## src/rtl/ctrl_out_logger.sv

```systemverilog
// Change-event logger for the 20-bit controller output vector: timestamps each
// change with a saturating delta count and queues {delta, vec} in a small FIFO.
module ctrl_out_logger #(
  parameter int DEPTH = 4,
  parameter int DW    = 8
) (
  input  logic           clk,
  input  logic           rst,
  input  logic           en,
  input  logic [19:0]    y_in,
  input  logic           clr_ovf,
  input  logic           ev_ready,
  output logic           ev_valid,
  output logic [DW+19:0] ev_data,
  output logic [2:0]     level,
  output logic           overflow
);

  typedef enum logic {WARM, RUN} state_t;

  state_t         state;
  logic [19:0]    prev;
  logic [DW-1:0]  cnt;
  logic [1:0]     wptr;
  logic [1:0]     rptr;
  logic [DW+19:0] mem [DEPTH];

  logic change;
  logic full;
  logic pop;
  logic push;
  logic drop;

  always_comb begin
    ev_valid = (level != 3'd0);
    ev_data  = ev_valid ? mem[rptr] : '0;
    full     = (level == 3'(DEPTH));
    pop      = ev_valid && ev_ready;
    change   = en && (state == RUN) && (y_in != prev);
    // A full FIFO still accepts an event when the head leaves in the same cycle.
    push     = change && (!full || pop);
    drop     = change && full && !pop;
  end

  always_ff @(posedge clk or posedge rst) begin
    if (rst) begin
      state <= WARM;
      prev  <= '0;
      cnt   <= '0;
    end else if (en) begin
      if (state == WARM) begin
        state <= RUN;
        prev  <= y_in;
        cnt   <= '0;
      end else if (change) begin
        prev <= y_in;
        cnt  <= '0;
      end else if (cnt != '1) begin
        cnt <= cnt + 1'b1;
      end
    end
  end

  always_ff @(posedge clk or posedge rst) begin
    if (rst) begin
      wptr     <= '0;
      rptr     <= '0;
      level    <= '0;
      overflow <= 1'b0;
    end else begin
      if (push) wptr <= wptr + 2'd1;
      if (pop)  rptr <= rptr + 2'd1;
      if (push && !pop)      level <= level + 3'd1;
      else if (pop && !push) level <= level - 3'd1;
      if (drop)         overflow <= 1'b1;
      else if (clr_ovf) overflow <= 1'b0;
    end
  end

  // Storage needs no reset: ev_data is masked while the FIFO is empty.
  always_ff @(posedge clk) begin
    if (push) mem[wptr] <= {cnt, y_in};
  end

endmodule

```

## config.mk

```make
export PLATFORM = sky130hd
export DESIGN_NAME = ctrl_out_logger
export DESIGN_NICKNAME = d
export VERILOG_FILES = /design/src/rtl/ctrl_out_logger.sv
export SDC_FILE = /design/constraint.sdc
export NUM_CORES = 1
export LEC_CHECK = 0
export ABC_AREA = 1
export ABC_CLOCK_PERIOD_IN_PS = 2800
export CORE_ASPECT_RATIO = 0.6
export CORE_MARGIN = 1
export CORE_UTILIZATION = 52
export DETAILED_ROUTE_END_ITERATION = 10
export PLACE_DENSITY = 0.77
export SLEW_MARGIN = 15
export SYNTH_ARGS = -nofsm -noshare
export SYNTH_HDL_FRONTEND = slang
export SYNTH_SLANG_ARGS = --single-unit
export TNS_END_PERCENT = 1
```

## constraint.sdc

```tcl
create_clock -name clk -period 2.8 [get_ports clk]
set_input_delay 0.42 -clock clk [delete_from_list [all_inputs] [get_ports clk]]
set_output_delay 0.42 -clock clk [all_outputs]
set_load 0.05 [all_outputs]
```

==> key figures, run 1 <==
Floorplan
  – Die H: 89.3 µm
  – Initial Utilization: 54.0%
  – Num rows: 31
  – Overall die width: 147 µm
  – Io pins: 58
  – Placeable Area: 0.0122 mm²
  – DIE AREA: 0.0132 mm²

Yosys
  – Mux contribution to synthesized area: 0.171%
  – Largest family of logic cells by synthesized area: simple AND/OR/NAND/NOR gates
  – Seq cells post-synth: 149
  – Compound-cell area share of the yosys netlist: 8.66%
  – Share of the yosys chip area belonging to registers: 65.0%
  – Yosys warnings: 0
  – Post-synth top area share: 50.9%
  – Mean post-synth cell area: 9.85 µm²
  – Count of cell types in the netlist: 26
  – Post-Synth XOR/XNOR Area: 1.86%
  – Synthesized area: 0.00660 mm²
  – Primary FF master, synth: edfxtp_1
  – Dominant cell type by area after synthesis: edfxtp_1
  – Cell with the most instances after synthesis: nor2_1
  – Post-synthesis cell count: 670
  – Post-Synth Adder-Cell Area: 1.44%
  – Post-synth EDFFs: 112
  – Synth top area cells: edfxtp_1 (51%), dfrtp_1 (14%), nor2_1 (7.9%)
  – Fraction of registers with async set/reset: 24.8%
  – Synth Area in Simple Gates: 17.4%
  – Most frequent cells after synthesis: nor2_1 (139), nand2_1 (137), edfxtp_1 (112), o21ai_0 (74), inv_1 (62)
  – Syn nets: 702

Worst hold path
  – Worst hold path class: input pin to asynchronous set/reset pin

Critical path
  – Arrival time worst endpoint: 3.01 ns
  – FF-to-FF Start: prev[1]
  – R2R Path End: level[1]
  – Setup crit start: y_in[1]
  – WP data required: 3.12 ns
  – Worst reg-to-reg setup slack: 0.35 ns
  – Worst Setup End Kind: flop
  – Critical path class: input pin to flop
  – Critical Path Source Type: input pin
  – Worst-path maximum fanout: 6
  – Worst Reg2Reg Path Length in Cells: 13

Final layout
  – Nets@finish: 802
  – Fillers: 830
  – Area Growth Syn to Fin: 29.6%
  – Ant diodes: 0
  – Util after Layout: 70.0%
  – Finished Layout Cells: 948
  – Share of cells above drive strength 1: 15.6%

STA
  – Max-slew violation count: 0
  – Final TNS setup: 0 ns
  – Minimum clock period: 2.69 ns
  – Final Setup Violations: 0
  – Post-route clock period utilization: 96.1%
  – Worst hold margin: 0.475 ns
  – FMAX: 0.372 GHz
  – Worst slew pin tran: 0.879 ns
  – Max Clock Skew: 0.0131 ns
  – Slew margin rel.: 41.3%
  – Final hold viol count: 0
  – Unrepaired setup endpoints after global routing: false

Outcome
  – Status: completed

GRT
  – GRT overflow: 0
  – Grt peak-use layer: met2
  – Met2 usage: 45.3%
  – Total GRT Usage: 27.6%
  – Initial antenna violation count: 0
  – Met1 Track Usage GR: 35.6%
  – Largest net degree at the start of global routing: 57
  – Met3 Track Usage GR: 7.81%
  – Vias in the first global route: 5136
  – First-pass GRT wire length: 26400 µm

Placement
  – Port-buffer cells: 57
  – Placed Cells incl. Taps: 916
  – Dpl hpwl: 10700 µm
  – Routability cong.: 0.794

Clock tree
  – CTS sink count: 149
  – Clock Latency Late Sink: 0.43 ns
  – Clock slew at reported path FFs: 0.06 ns
  – Post-CTS Setup Inserts: 0
  – CTS tree: yes
  – Max H-tree Level: 4
  – Number of buffers created by CTS: 17
  – CTS resizes: 0
  – Hold_buf cts: 0
  – Longest Clk Path Bufs: 2
  – Clock root buffer: clkbuf_16

Power
  – Leakage power: 3.60 nW
  – Switching share of total power: 41.0%
  – Power Density: 1220 mW/mm²
  – Sw power: 4.29 mW
  – Logic pwr share: 49.5%
  – Final Power: 10.5 mW
  – Peak supply drop: 0.000565 V
  – Clock share of power: 21.8%
  – Pint: 6.16 mW
  – Flop pwr share: 28.7%

Detailed routing
  – DRC violations left: 0
  – DRT Wirelength: 16700 µm
  – Initial detailed-routing violation count: 434
  – Final antenna-violating net count: 0
  – Vias/cell: 5.42
  – Avg WL per Cell: 17.6 µm
  – Vias: 5141
  – Drt pass-1 iters: 7

Run
  – Max_cap viols: 0
[per-layer routing]
metal / vias to the layer above / share of wire, %
li1: 2401 / -
met1: 2454 / 42
met2: 246 / 47
met3: 40 / 8.8
met4: 0 / 2.1
met5: - / 0
[cells in the final DEF (no fill, tap or decap), types with 6 or more instances in the layout]
cell | Yosys | routed
a21oi_1 | 30 | 30
buf_12 | 0 | 31
buf_4 | 2 | 47
clkbuf_16 | 0 | 17
clkdlybuf4s50_1 | 0 | 29
dfrtp_1 | 37 | 36
edfxtp_1 | 112 | 112
ha_1 | 6 | 6
inv_1 | 62 | 62
inv_6 | 0 | 6
nand2_1 | 137 | 137
nand3_1 | 16 | 16
nor2_1 | 139 | 135
o21ai_0 | 74 | 74
xor2_1 | 10 | 10
[how the worst max path moves through the flow]
stage,endpoint,slack (ns),depth (start not counted)
2_1_floorplan,ev_data[10],-0.10,6
3_3_place_gp,level[1],-0.17,14
3_5_place_dp,level[1],-0.21,14
4_1_cts,level[1],0.14,14
5_1_grt,level[1],0.008,14
6_report,level[1],0.11,14
[stage by stage]
stage	setup slack, ns	area (µm²)
after global placement	-0.167	7970
after detailed placement	-0.213	7970
after floorplan	-0.102	6600
after CTS	0.137	8560
final	0.109	8560
after global routing	0.00830	8560
[sequential cells by signal (all words and copies together), names as in the netlist]
register and flops:
cnt 8, level 3, mem 112, overflow 1, prev 20, rptr 2, state 1, wptr 2
[cell families after synthesis]
| family | after synthesis |
|---|---|
| buf+inv | 92 |
| fa+ha+maj | 7 |
| flops | 149 |
| simple gates | 297 |
| xor+xnor | 14 |
| compound gates | 110 |
| mux | 1 |
[worst max-delay path: stages]
cell and delay [ns]:
clkdlybuf4s50_1 0.59, inv_1 0.08, nand2_1 0.06, nand2_1 0.07, nor2_1 0.20, nand2_1 0.12
nor2_1 0.11, nand3_1 0.16, nand3_1 0.13, inv_1 0.08, ha_1 0.20, inv_1 0.11
fa_1 0.42, mux2_2 0.26
[layout make-up]
class	instances	area (µm²)	share of cell area, %
sequential	149	4290	50.1
multi-input combinational	429	1960	22.9
timing repair buffer	107	1260	14.8
clock buffer	18	439	5.13
inverter	66	248	2.89
tap	165	206	2.41
clock inverter	14	153	1.78
[power groups by stage]
stage / Sequential (mW) / Combinational (mW) / Clock, mW
2_1_floorplan: 3.09 / 2.68 / 0
3_3_place_gp: 3.01 / 5.04 / 0
3_5_place_dp: 3.03 / 5.16 / 0
4_1_cts: 3.00 / 5.19 / 2.30
5_1_grt: 3.03 / 5.47 / 2.40
6_report: 3.00 / 5.17 / 2.28
(Power assumes the default switching activity.)
==> run 2, diff against run 1 <==
Settings changed: CAP_MARGIN set to 20, CORE_ASPECT_RATIO 0.6 to 1.75.
==> key figures, run 2 (synthesis results as in run 1) <==
Outcome
  – Status: completed

Critical path
  – Worst path top cell family by delay: buffers and inverters
  – Critical Path Source Type: input pin
  – Arrival time worst endpoint: 2.93 ns
  – CP Cell Sequence: clkdlybuf4s50_1 -> inv_1 -> nand2_1 -> nand2_1 -> nor2_1 -> nand2_1 -> nor2_1 -> nand3_1 -> nand3_1 -> inv_1 -> ha_1 -> inv_1 -> fa_1 -> mux2_2
  – Worst-path maximum fanout: 6
  – Worst Setup End Kind: flop
  – Slowest-stage cell, CP: clkdlybuf4s50_1
  – CP peak stage delay: 0.60 ns
  – Critical path class: input pin to flop
  – WP data required: 3.10 ns
  – Worst reg-to-reg setup slack: 0.45 ns
  – CP Buf/Inv Count: 4

STA
  – Max Clock Skew: 0.00770 ns
  – Final Setup Violations: 0
  – FMAX: 0.380 GHz
  – Minimum clock period: 2.63 ns
  – Slew margin rel.: 57.6%
  – Post-route clock period utilization: 93.9%
  – Max-slew violation count: 0
  – Final WS setup: 0.170 ns
  – Final hold viol count: 0
  – Unrepaired setup endpoints after global routing: false
  – Worst slew pin tran: 0.636 ns

GRT
  – Vias in the first global route: 4931
  – Largest net degree at the start of global routing: 59
  – GRT overflow: 0
  – Total GRT Usage: 24.2%
  – Initial antenna violation count: 0
  – First-pass GRT wire length: 23400 µm

Clock tree
  – Clock slew at reported path FFs: 0.06 ns
  – Longest Clk Path Bufs: 2
  – Hold_buf cts: 0
  – Post-CTS Setup Inserts: 0
  – Clock Latency Late Sink: 0.41 ns
  – CTS tree: yes
  – Clock root buffer: clkbuf_16
  – CTS sink count: 149
  – Number of buffers created by CTS: 17
  – CTS resizes: 0
  – Max H-tree Level: 4

Detailed routing
  – DRT Wirelength: 15100 µm
  – Final antenna-violating net count: 0
  – DRC violations left: 0
  – Initial detailed-routing violation count: 289
  – Drt pass-1 iters: 8
  – Vias/cell: 5.26
  – Vias: 4948
  – Avg WL per Cell: 16.0 µm

Floorplan
  – Io pins: 58
  – DIE AREA: 0.0132 mm²
  – Initial Utilization: 53.1%
  – Die H: 151 µm
  – Num rows: 54
  – Overall die width: 87.2 µm
  – Placeable Area: 0.0124 mm²

Final layout
  – Top Registers: mem: 112 flops, prev: 20 flops, cnt: 8 flops
  – Most common cell after layout, fill and taps aside: nand2_1
  – Ant diodes: 0
  – Share of cells above drive strength 1: 14.0%
  – Max reg flops: 112
  – Finished Layout Cells: 940
  – Commonest cells after routing, fill and taps aside: nand2_1 (137), nor2_1 (135), edfxtp_1 (112)
  – Area Growth Syn to Fin: 24.1%
  – Fillers: 959
  – Top reg by flops: mem
  – Nets@finish: 791

Worst hold path
  – Worst hold path class: input pin to asynchronous set/reset pin

Power
  – Leakage power: 3.44 nW
  – Power Density: 1160 mW/mm²
  – Peak supply drop: 0.000789 V

Placement
  – Port-buffer cells: 57
  – Dpl hpwl: 9450 µm
  – Placed Cells incl. Taps: 908
  – Routability cong.: 0.821
  – Pre-CTS setup slack: -0.279 ns

Run
  – Max_cap viols: 0
run 2: changes by cell type in the layout (fill, tap and decap cells not counted), sizes merged:
cell / before / now
buf: 78 / 67
inv: 76 / 67
clkinv: 2 / 7
bufinv: 1 / 4
clkbuf: 18 / 19
run 2: final timing paths:
| check | from | end | depth (start not counted) |
|---|---|---|---|
| worst max register to register | prev[9] | level[1] | 13 |
| max in group asynchronous | rst | cnt[5] | 3 |
| worst min-delay path | rst | wptr[0] | 3 |
| worst max-delay path | y_in[10] | level[1] | 14 |
| worst min register to register | prev[6] | prev[6] | 2 |
| min in group clk | prev[6] | prev[6] | 2 |
run 2: metal layers:
layer | part of all wire [%] | global-route usage (%) | wire length, µm | vias up
met3 | 4.5 | 4.90 | 673 | 27
met4 | 2.4 | 11.1 | 369 | 0
met5 | 0 | 0 | 0 | -
met2 | 55 | 44.2 | 8340 | 171
met1 | 38 | 26.7 | 5700 | 2378
li1 | - | - | - | 2372
run 2: cell type report:
class | instances | area (µm²) | area share (%)
Timing Repair Buffer | 96 | 868 | 10.6
Inverter | 66 | 248 | 3.03
Sequential cell | 149 | 4290 | 52.4
Clock buffer | 19 | 433 | 5.29
Tap cell | 168 | 210 | 2.57
Clock inverter | 13 | 183 | 2.23
Multi-Input combinational cell | 429 | 1960 | 23.9
run 2: power breakdown:
group / switching (mW) / internal (mW)
Sequential: 0.160 / 2.83
Combinational: 2.91 / 1.22
Clock: 0.853 / 1.49
Total: 3.92 / 5.54
run 2: tightest hold or removal path: cells and delay by family:
family	cells	cell delay, ns
buffers and inverters	3	0.90
run 2: through the flow:
step	area (µm²)	total power, mW	util (%)	setup TNS [ns]	hold WS, ns
2_1_floorplan	6600	5.77	-	-2.04	0.469
3_3_place_gp	7570	7.02	60.9	-0.295	0.485
3_5_place_dp	7570	7.14	60.9	-0.440	0.492
4_1_cts	8190	9.50	65.9	0	0.482
5_1_grt	8190	9.88	65.9	0	0.514
6_report	8190	9.46	65.9	0	0.467
==> run 3, diff against run 2 <==
Settings changed: GPL_TIMING_DRIVEN set to 0.
==> key figures, run 3 (synthesis results as in run 1) <==
Outcome
  – Status: completed

GRT
  – GRT overflow: 0
  – Grt peak-use layer: met2
  – Total GRT Usage: 26.8%
  – Vias in the first global route: 5368
  – First-pass GRT wire length: 25800 µm
  – Initial antenna violation count: 0
  – Met2 usage: 49.0%
  – Met1 Track Usage GR: 28.3%
  – Largest net degree at the start of global routing: 26
  – Met3 Track Usage GR: 4.69%

Run
  – Max_cap viols: 0

Final layout
  – Max reg flops: 112
  – Top reg by flops: mem
  – Area Growth Syn to Fin: 23.5%
  – Sequential standard cell area: 0.00429 mm²
  – Final Cell Area: 0.00815 mm²
  – Multi-input gate area: 0.00200 mm²
  – Ant diodes: 0
  – Commonest cells after routing, fill and taps aside: nand2_1 (137), nor2_1 (135), edfxtp_1 (112)
  – Fillers: 952
  – Util after Layout: 65.6%
  – Top Registers: mem: 112 flops, prev: 20 flops, cnt: 8 flops
  – Share of cells above drive strength 1: 13.2%
  – Nets@finish: 785
  – Most common cell after layout, fill and taps aside: nand2_1

STA
  – Worst slew pin tran: 0.632 ns
  – Unrepaired setup endpoints after global routing: true
  – Max-slew violation count: 0
  – Final hold viol count: 0
  – Max Clock Skew: 0.00673 ns
  – Slew margin rel.: 57.9%
  – Final TNS setup: 0 ns
  – Final WS setup: 0.00520 ns
  – Post-route clock period utilization: 99.8%
  – Final Setup Violations: 0
  – Minimum clock period: 2.79 ns
  – FMAX: 0.358 GHz

Power
  – Leakage power: 3.41 nW
  – Logic pwr share: 44.5%
  – Sw power: 4.08 mW
  – Flop pwr share: 32.1%
  – Switching share of total power: 43.8%
  – Pint: 5.23 mW
  – Peak supply drop: 0.000723 V
  – Power Density: 1140 mW/mm²
  – Clock share of power: 23.4%

Critical path
  – CP Buf/Inv Count: 4
  – Worst path top cell family by delay: buffers and inverters
  – Worst Setup End Kind: output pin
  – Critical Path Source Type: flop
  – Critical path class: flop to output pin
  – Worst-path maximum fanout: 10
  – CP Cell Sequence: inv_1 -> clkbuf_1 -> buf_2 -> nor2_1 -> o21ai_0 -> a21oi_1 -> clkdlybuf4s15_2
  – CP peak stage delay: 0.49 ns
  – Arrival time worst endpoint: 2.37 ns
  – Slowest-stage cell, CP: clkbuf_1
  – WP data required: 2.38 ns

Detailed routing
  – DRT Wirelength: 16100 µm
  – Avg WL per Cell: 17.2 µm
  – Initial detailed-routing violation count: 543
  – Final antenna-violating net count: 0
  – Drt pass-1 iters: 6
  – DRC violations left: 0
  – Vias/cell: 5.42
  – Vias: 5062

Clock tree
  – CTS sink count: 149
  – Clock slew at reported path FFs: 0.06 ns
  – Number of buffers created by CTS: 17
  – Hold_buf cts: 0
  – Longest Clk Path Bufs: 2
  – Max H-tree Level: 4
  – Clock root buffer: clkbuf_16
  – CTS tree: yes
  – Clock Latency Late Sink: 0.42 ns

Floorplan
  – DIE AREA: 0.0132 mm²
  – Die H: 151 µm
  – Initial Utilization: 53.1%
  – Num rows: 54
  – Placeable Area: 0.0124 mm²
  – Overall die width: 87.2 µm
  – Io pins: 58

Placement
  – Placed Instance Area: 0.00754 mm²
  – Dpl hpwl: 10900 µm
  – Pre-CTS setup slack: -0.658 ns
  – Routability cong.: 0.912
  – Port-buffer cells: 57

Worst hold path
  – Worst hold path class: input pin to asynchronous set/reset pin
-- run 3: cell types whose count changed in the layout (fill, tap and decap cells not counted), sizes merged --
cell           change
buf               -41
clkinv             -4
clkbuf            +18
clkinvlp           +5
clkdlybuf4s18      +1
inv                +4
dlymetal6s2s       +8
clkdlybuf4s50      -8
bufinv             -3
clkdlybuf4s15     +14
-- run 3: path summary, 6_finish.rpt --
kind / startpoint / cells past startpoint / slack [ns] / endpoint
worst max-delay path: rptr[1] / 7 / 0.005 / ev_data[8]
worst min-delay path: rst / 2 / 0.31 / prev[8]
worst max register to register: level[0] / 9 / 0.28 / level[1]
worst min register to register: prev[6] / 2 / 0.52 / prev[6]
max in group asynchronous: rst / 3 / 2.03 / prev[14]
min in group clk: y_in[2] / 1 / 0.35 / mem[0][2]
-- run 3: cell type report --
class                   instances  share of cell area, %
flip-flops and latches        149                   52.6
multi-input cells             429                   24.5
repair buffers                 65                   8.54
clock buffers                  17                   5.22
inverters                      66                   3.09
well taps                     168                   2.58
clock inverters                15                   1.77
plain buffers                  25                   1.70
-- run 3: repair_timing --
item	CTS	global route
buffers inserted	0	3
pin swaps	0	1
setup endpoints to repair	30	30
endpoints found under the hold margin	0	0
resized for setup	91	45
-- run 3: layer usage --
layer  part of all wire, %  vias to the layer above
li1                      -                     2362
met1                    36                     2454
met2                    55                      191
met3                   4.3                       55
met4                   4.4                        0
met5                     0                        -
-- run 3: power groups by stage --
| stage | clock network [mW] | registers, mW | logic (mW) |
|---|---|---|---|
| 2_1_floorplan | 0 | 3.09 | 2.68 |
| 3_3_place_gp | 0 | 3.02 | 4.02 |
| 3_5_place_dp | 0 | 3.03 | 4.27 |
| 4_1_cts | 2.18 | 2.99 | 4.21 |
| 5_1_grt | 2.27 | 3.03 | 4.45 |
| 6_report | 2.18 | 2.99 | 4.14 |
-- run 3: metrics by stage --
stage / hold WS [ns] / total power [mW] / std cells
after global placement: 0.484 / 7.04 / 895
final: 0.311 / 9.31 / 934
after floorplan: 0.469 / 5.77 / 670
after detailed placement: 0.499 / 7.30 / 900
after global routing: 0.329 / 9.75 / 934
after CTS: 0.322 / 9.39 / 931
